### src/rtl/somador_pkg.sv
// Shared constants and elaboration helpers for the pipelined adder/subtractor.
package somador_pkg;

    localparam logic OP_ADD = 1'b0;
    localparam logic OP_SUB = 1'b1;

    localparam int unsigned MAX_STAGES = 8;

    // Chunk width per stage; returns 0 for an illegal WIDTH/STAGES pair.
    function automatic int unsigned chunk_width(input int unsigned width,
                                                input int unsigned stages);
        if (stages == 0 || stages > MAX_STAGES || (width % stages) != 0)
            return 0;
        return width / stages;
    endfunction

endpackage

### src/rtl/somador_estagio.sv
// One pipeline stage: adds its operand chunk plus the incoming carry and
// holds the partial result until the next stage can take it.
module somador_estagio #(
    parameter int unsigned WIDTH = 32,
    parameter int unsigned CHUNK = 16,
    parameter int unsigned IDX   = 0
) (
    input  logic             clock,
    input  logic             reset,
    input  logic             in_valid,
    output logic             ready_c,
    input  logic [WIDTH-1:0] in_a,
    input  logic [WIDTH-1:0] in_b,
    input  logic [WIDTH-1:0] in_res,
    input  logic             in_carry,
    input  logic             in_zero,
    output logic             out_valid,
    input  logic             out_ready,
    output logic [WIDTH-1:0] out_a,
    output logic [WIDTH-1:0] out_b,
    output logic [WIDTH-1:0] out_res,
    output logic             out_carry,
    output logic             out_zero,
    output logic             out_ovf
);

    localparam int unsigned LO   = IDX * CHUNK;
    localparam int unsigned SUMW = CHUNK + 1;

    logic [CHUNK:0]   sum_c;
    logic [WIDTH-1:0] res_c;
    logic             zero_c;
    logic             ovf_c;
    logic             load_c;

    // Chunk add; overflow is only meaningful once the MSB chunk is in place.
    always_comb begin
        sum_c  = {1'b0, in_a[LO +: CHUNK]} + {1'b0, in_b[LO +: CHUNK]} + SUMW'(in_carry);
        res_c  = in_res;
        res_c[LO +: CHUNK] = sum_c[CHUNK-1:0];
        zero_c = in_zero && (sum_c[CHUNK-1:0] == '0);
        ovf_c  = (in_a[WIDTH-1] == in_b[WIDTH-1]) && (res_c[WIDTH-1] != in_a[WIDTH-1]);
    end

    assign ready_c = !out_valid || out_ready;
    assign load_c  = in_valid && ready_c;

    always_ff @(posedge clock) begin
        if (reset) begin
            out_valid <= 1'b0;
            out_a     <= '0;
            out_b     <= '0;
            out_res   <= '0;
            out_carry <= 1'b0;
            out_zero  <= 1'b0;
            out_ovf   <= 1'b0;
        end else begin
            if (ready_c)
                out_valid <= in_valid;
            if (load_c) begin
                out_a     <= in_a;
                out_b     <= in_b;
                out_res   <= res_c;
                out_carry <= sum_c[CHUNK];
                out_zero  <= zero_c;
                out_ovf   <= ovf_c;
            end
        end
    end

endmodule

### src/rtl/somador_pipelinado.sv
// Pipelined adder/subtractor: WIDTH split into STAGES chunks with the carry
// rippled stage to stage, valid/ready handshake with full backpressure.
module somador_pipelinado
    import somador_pkg::*;
#(
    parameter int unsigned WIDTH  = 32,
    parameter int unsigned STAGES = 2
) (
    input  logic             clock,
    input  logic             reset,
    input  logic             in_valid,
    output logic             in_ready,
    input  logic [WIDTH-1:0] entrada1,
    input  logic [WIDTH-1:0] entrada2,
    input  logic             op,
    output logic             out_valid,
    input  logic             out_ready,
    output logic [WIDTH-1:0] resultado,
    output logic             carry,
    output logic             overflow,
    output logic             zero,
    output logic             negative
);

    localparam int unsigned CHUNK = chunk_width(WIDTH, STAGES);

    if (CHUNK == 0) begin : g_bad_params
        $error("somador_pipelinado: WIDTH must be divisible by STAGES, STAGES in 1..8");
    end

    // Index k is the input side of stage k; index STAGES is the output register.
    logic [STAGES:0]  v_s;
    logic [STAGES:0]  rdy_s;
    logic [WIDTH-1:0] a_s   [0:STAGES];
    logic [WIDTH-1:0] b_s   [0:STAGES];
    logic [WIDTH-1:0] r_s   [0:STAGES];
    logic [STAGES:0]  c_s;
    logic [STAGES:0]  z_s;
    logic [STAGES-1:0] ovf_s;

    // Subtract as A + ~B + 1: the +1 enters as the stage-0 carry.
    assign v_s[0]         = in_valid;
    assign a_s[0]         = entrada1;
    assign b_s[0]         = (op == OP_SUB) ? ~entrada2 : entrada2;
    assign r_s[0]         = '0;
    assign c_s[0]         = (op == OP_SUB);
    assign z_s[0]         = 1'b1;
    assign rdy_s[STAGES]  = out_ready;

    for (genvar k = 0; k < STAGES; k++) begin : g_stage
        somador_estagio #(
            .WIDTH (WIDTH),
            .CHUNK (CHUNK),
            .IDX   (k)
        ) u_estagio (
            .clock     (clock),
            .reset     (reset),
            .in_valid  (v_s[k]),
            .ready_c   (rdy_s[k]),
            .in_a      (a_s[k]),
            .in_b      (b_s[k]),
            .in_res    (r_s[k]),
            .in_carry  (c_s[k]),
            .in_zero   (z_s[k]),
            .out_valid (v_s[k+1]),
            .out_ready (rdy_s[k+1]),
            .out_a     (a_s[k+1]),
            .out_b     (b_s[k+1]),
            .out_res   (r_s[k+1]),
            .out_carry (c_s[k+1]),
            .out_zero  (z_s[k+1]),
            .out_ovf   (ovf_s[k])
        );
    end

    assign in_ready  = rdy_s[0] && !reset;
    assign out_valid = v_s[STAGES];
    assign resultado = r_s[STAGES];
    assign carry     = c_s[STAGES];
    assign zero      = z_s[STAGES];
    assign negative  = r_s[STAGES][WIDTH-1];
    assign overflow  = ovf_s[STAGES-1];

    // Operand copies past the last stage and early-stage overflow bits are dead.
    logic unused_bits;
    assign unused_bits = ^{a_s[STAGES], b_s[STAGES], ovf_s};

endmodule

### config.mk
export PLATFORM = sky130hd
export DESIGN_NAME = somador_pipelinado
export DESIGN_NICKNAME = d
export VERILOG_FILES = /design/src/rtl/somador_pkg.sv /design/src/rtl/somador_estagio.sv /design/src/rtl/somador_pipelinado.sv
export SDC_FILE = /design/constraint.sdc
export NUM_CORES = 1
export LEC_CHECK = 0
export BUFFER_PORTS_ARGS = -buffer_cell sky130_fd_sc_hd__buf_2
export CAP_MARGIN = 20
export CORE_MARGIN = 2
export CORE_UTILIZATION = 52
export DETAILED_ROUTE_END_ITERATION = 8
export PLACE_DENSITY = 0.75
export SYNTH_ARGS = -nofsm -noshare
export SYNTH_HDL_FRONTEND = slang
export SYNTH_HIERARCHICAL = 1
export SYNTH_SLANG_ARGS = --single-unit
### constraint.sdc
create_clock -name clock -period 3.7 [get_ports clock]
set_input_delay 0.74 -clock clock [delete_from_list [all_inputs] [get_ports clock]]
set_output_delay 0.74 -clock clock [all_outputs]
set_load 0.005 [all_outputs]
[Word-level counts from Yosys, hierarchy flattened]
Index checks and enable logic that the tools add are counted.
Cells by class
  add/subtract/negate cells: 4
  equality and inequality tests: 2
  multiplexer cells: 1
  bitwise logic cells: 1
  reduce and logical (&&, ||, !) cells: 12
Operator list (count)
  $add A16 B16 Y17: 2
  $add A17 B1 Y17: 2
  $logic_not A16 Y1: 2
  $mux W32: 1
  $not A32 Y32: 1
  $logic_and A1 B1 Y1: 5
  $logic_not A1 Y1: 3
  $logic_or A1 B1 Y1: 2
  $eq A1 B1 Y1: 1
  $ne A1 B1 Y1: 1
Word-level totals
  register bits: 119
  bits of input ports: 69
  output and inout bits: 38

[Depth between registers and ports, before layout]
  depth after elaboration: 5
  depth in mapped cells: 12

[Cells and area by module]
Netlist, hierarchy kept.
Modules (own cells, without submodules)
  somador_estagio (g_stage[1].u_estagio): instances 1, cells each 558, area an instance 4393.0 sq um, seq. area each 2001.9 sq um
  somador_estagio (g_stage[0].u_estagio): instances 1, cells each 543, area an instance 4277.9 sq um, seq. area each 2001.9 sq um
  somador_pipelinado: instances 1, cells each 40, area an instance 372.9 sq um, seq. area each 0.0 sq um

[Least setup slack after synthesis]
No wires, ideal clock.
  kind: input-to-reg
  start: in op
  end: reg g_stage[0].u_estagio.out_zero
  data arrival time: 3.628 ns
  required time: 3.616 ns
  setup slack: -0.012 ns
  cell stages on the path: 12
  path through: buf_6 -> buf_12 -> xor2_1 -> fa_1 -> fa_1 -> a211oi_4 -> o31ai_2 -> o2111a_1 -> or3_4 -> a211oi_2 -> o211ai_1 -> o31ai_2
RTL lines
  start, declared: RTL line somador_pipelinado.sv:15  | input logic op,
  end signal, assigned: RTL line somador_estagio.sv:65  | out_zero <= zero_c;
  end, declared: RTL line somador_estagio.sv:23  | output logic out_zero,

==> flow_metrics.py <==
metrics = {
    "finish": {
        "fillerInstances": 937,
        "drive_gt1_frac": 0.205,
        "finalInstanceArea_um2": 6000,
        "synthToLayoutAreaGrowth_pct": 13.9,
        "final_nets": 844,
        "instances_no_fill": 879,
        "n_antenna_cell": 0,
    },
    "sta": {
        "fin_skew_ps": 12.4,
        "slew_headroom": 0.402,
        "hold_viol": 0,
        "tns_ps": 0,
        "fmax_ghz": 0.297,
        "rsz0062_at_grt": "no",
        "layout_min_cycle_time_ps": 3370,
        "worst_slew_pin_slew_ps": 895,
        "timing.final.crit_share": 0.910,
        "drv_slew": 0,
        "hold_ws_ps": 451,
        "setup_viol": 0,
    },
    "die": {
        "core_area_um2": 9820,
        "die_area_um2": 10900,
        "io_pins": 107,
        "num_rows": 36,
        "initial_core_util": 0.536,
        "fp.dieH_um": 105,
        "die_w_um": 105,
    },
    "global_route": {
        "grt_usage": 0.225,
        "grt_max_degree": 46,
        "overflow": 0,
        "grt_pass1_vias": 4444,
        "antenna_found_initial": 0,
        "grt_pass1_wl_um": 20400,
    },
    "drt": {
        "wire_per_inst_um": 14.1,
        "vias": 4855,
        "initialDrtViolationCount": 277,
        "dr.pass1.iters": 5,
        "viasPerCell": 5.52,
        "routed_wl_um": 12400,
        "ant_nets": 0,
        "remaining_drc_errors": 0,
    },
    "critical_path": {
        "crit_buf_inv": 1,
        "crit_start": "op",
        "critical_path_class": "in -> reg",
        "critPathLaunchType": "input pin",
        "required_ps": 3990,
        "cpPeakStageDelay_ps": 470,
        "critical-path-top-delay-family": "compound AO/OA/AOI/OAI gates",
        "r2r-start": "g_stage[0].u_estagio/out_a[16]",
        "worstSetupEndpointType": "flop",
        "crit_path_max_fanout": 4,
        "crit_chain": "buf_2 -> xor2_1 -> fa_1 -> fa_1 -> a211oi_4 -> o31ai_2 -> o2111a_1 -> or3_4 -> a211oi_2 -> o211ai_1 -> o31ai_2",
        "slowest_stage": "fa_1",
        "critPathArrivalTime_ps": 3660,
    },
    "power_and_ir_drop": {
        "leakage_nw": 2.61,
        "pwr-share-seq": 0.434,
        "switching_share": 0.312,
        "powerDensity_nw_per_um2": 399,
        "clkPwrFrac": 0.303,
        "internal_power_mw": 1.65,
        "power.switching_mw": 0.747,
        "irDropWorstVdd_mv": 0.170,
        "combPwrFrac": 0.263,
    },
    "synthesis": {
        "syn_nets": 768,
        "synthCells": 665,
        "syn_area_um2": 5270,
        "postSynthAreaPerCell_um2": 7.92,
        "yosysWarnings": 6,
    },
    "place": {
        "globalplace.congestion": 0.889,
        "place_hpwl_um": 9480,
        "numPortBuffers": 106,
        "dp_cells": 862,
        "dpl_cell_area_um2": 5750,
    },
    "clock_network": {
        "cts_buffers": 9,
        "holdBufCountCts": 0,
        "path_clk_slew_ps": 90,
        "h-tree-depth": 3,
        "cts_resized": 0,
        "insertion_delay_ps": 360,
        "root_buffer": "clkbuf_8",
        "cts_tree": "built",
        "postCtsSetupBuffers": 0,
        "cts.path.max_buffers": 2,
        "cts_sinks": 87,
    },
    "flow_run": {
        "cap_violations": 0,
    },
    "min_path": {
        "hold_path.class": "reg -> reg",
        "min_from": "g_stage[1].u_estagio/out_res[3]",
    },
    "run_status": {
        "status": "complete, no violations",
    },
}
## worst paths after layout
kind / cells after the start / end / slack, ps
max: 11 / g_stage[0].u_estagio/out_zero / 330
min: 2 / g_stage[1].u_estagio/out_res[3] / 450
max reg2reg: 9 / g_stage[1].u_estagio/out_zero / 670
min reg2reg: 2 / g_stage[1].u_estagio/out_res[3] / 450
## per-layer routing
metal  GRT usage  part of all wire  vias to the layer above
met5           0                 0                        -
met4      0.0714             0.010                        0
met3      0.0331             0.059                       15
met2       0.333              0.43                      162
met1       0.336              0.50                     2226
li1            -                 -                     2452
## power groups by stage
stage	Sequential, mW	Clock, mW	Combinational, mW
floorplan	1.05	0	0.463
global placement	1.06	0	0.598
detailed placement	1.06	0	0.613
CTS	1.04	0.739	0.617
global route	1.05	0.783	0.695
finish	1.04	0.726	0.629
## placed cells by master, fill, tap and decap left out, types with 7 or more instances in the layout
master / count
nand2b_1: 7
xnor2_1: 13
o21ai_0: 20
nand3_1: 10
ha_1: 30
clkbuf_8: 9
nor3_1: 12
buf_2: 106
xor2_1: 36
a211oi_1: 9
dfxtp_1: 87
nor2_1: 32
a21o_1: 7
nand2_1: 147
inv_1: 11
a21oi_1: 94
buf_4: 9
## sequential cells by signal, indices dropped and copies added (netlist names)
register / flops
g_stage.u_estagio/out_res: 48
g_stage.u_estagio/out_a: 16
g_stage.u_estagio/out_b: 16
g_stage.u_estagio/out_carry: 2
g_stage.u_estagio/out_valid: 2
g_stage.u_estagio/out_zero: 2
g_stage.u_estagio/out_ovf: 1
## layout make-up
class | instances | area (um2) | share of cell area
Clock buffer | 10 | 128 | 0.0213
Clock inverter | 6 | 91.3 | 0.0152
Tap cell | 133 | 166 | 0.0277
Multi-Input combinational cell | 516 | 3210 | 0.534
Timing Repair Buffer | 116 | 626 | 0.104
Sequential cell | 87 | 1740 | 0.290
Inverter | 11 | 41.3 | 0.00688
## stage by stage
stage / total power [mW] / setup WS, ps / utilization
global placement: 1.66 / 42.0 / 0.586
finish: 2.39 / 332 / 0.611
global route: 2.52 / 215 / 0.611
CTS: 2.39 / 344 / 0.608
detailed placement: 1.67 / -26.7 / 0.586
floorplan: 1.51 / 1.70 / -
## tightest hold or removal path, stage by stage (launching register included)
cell and delay (ps):
dfxtp_1 310, nand2_1 50, a21oi_1 50
No activity file was read; power rests on OpenSTA's default activity.
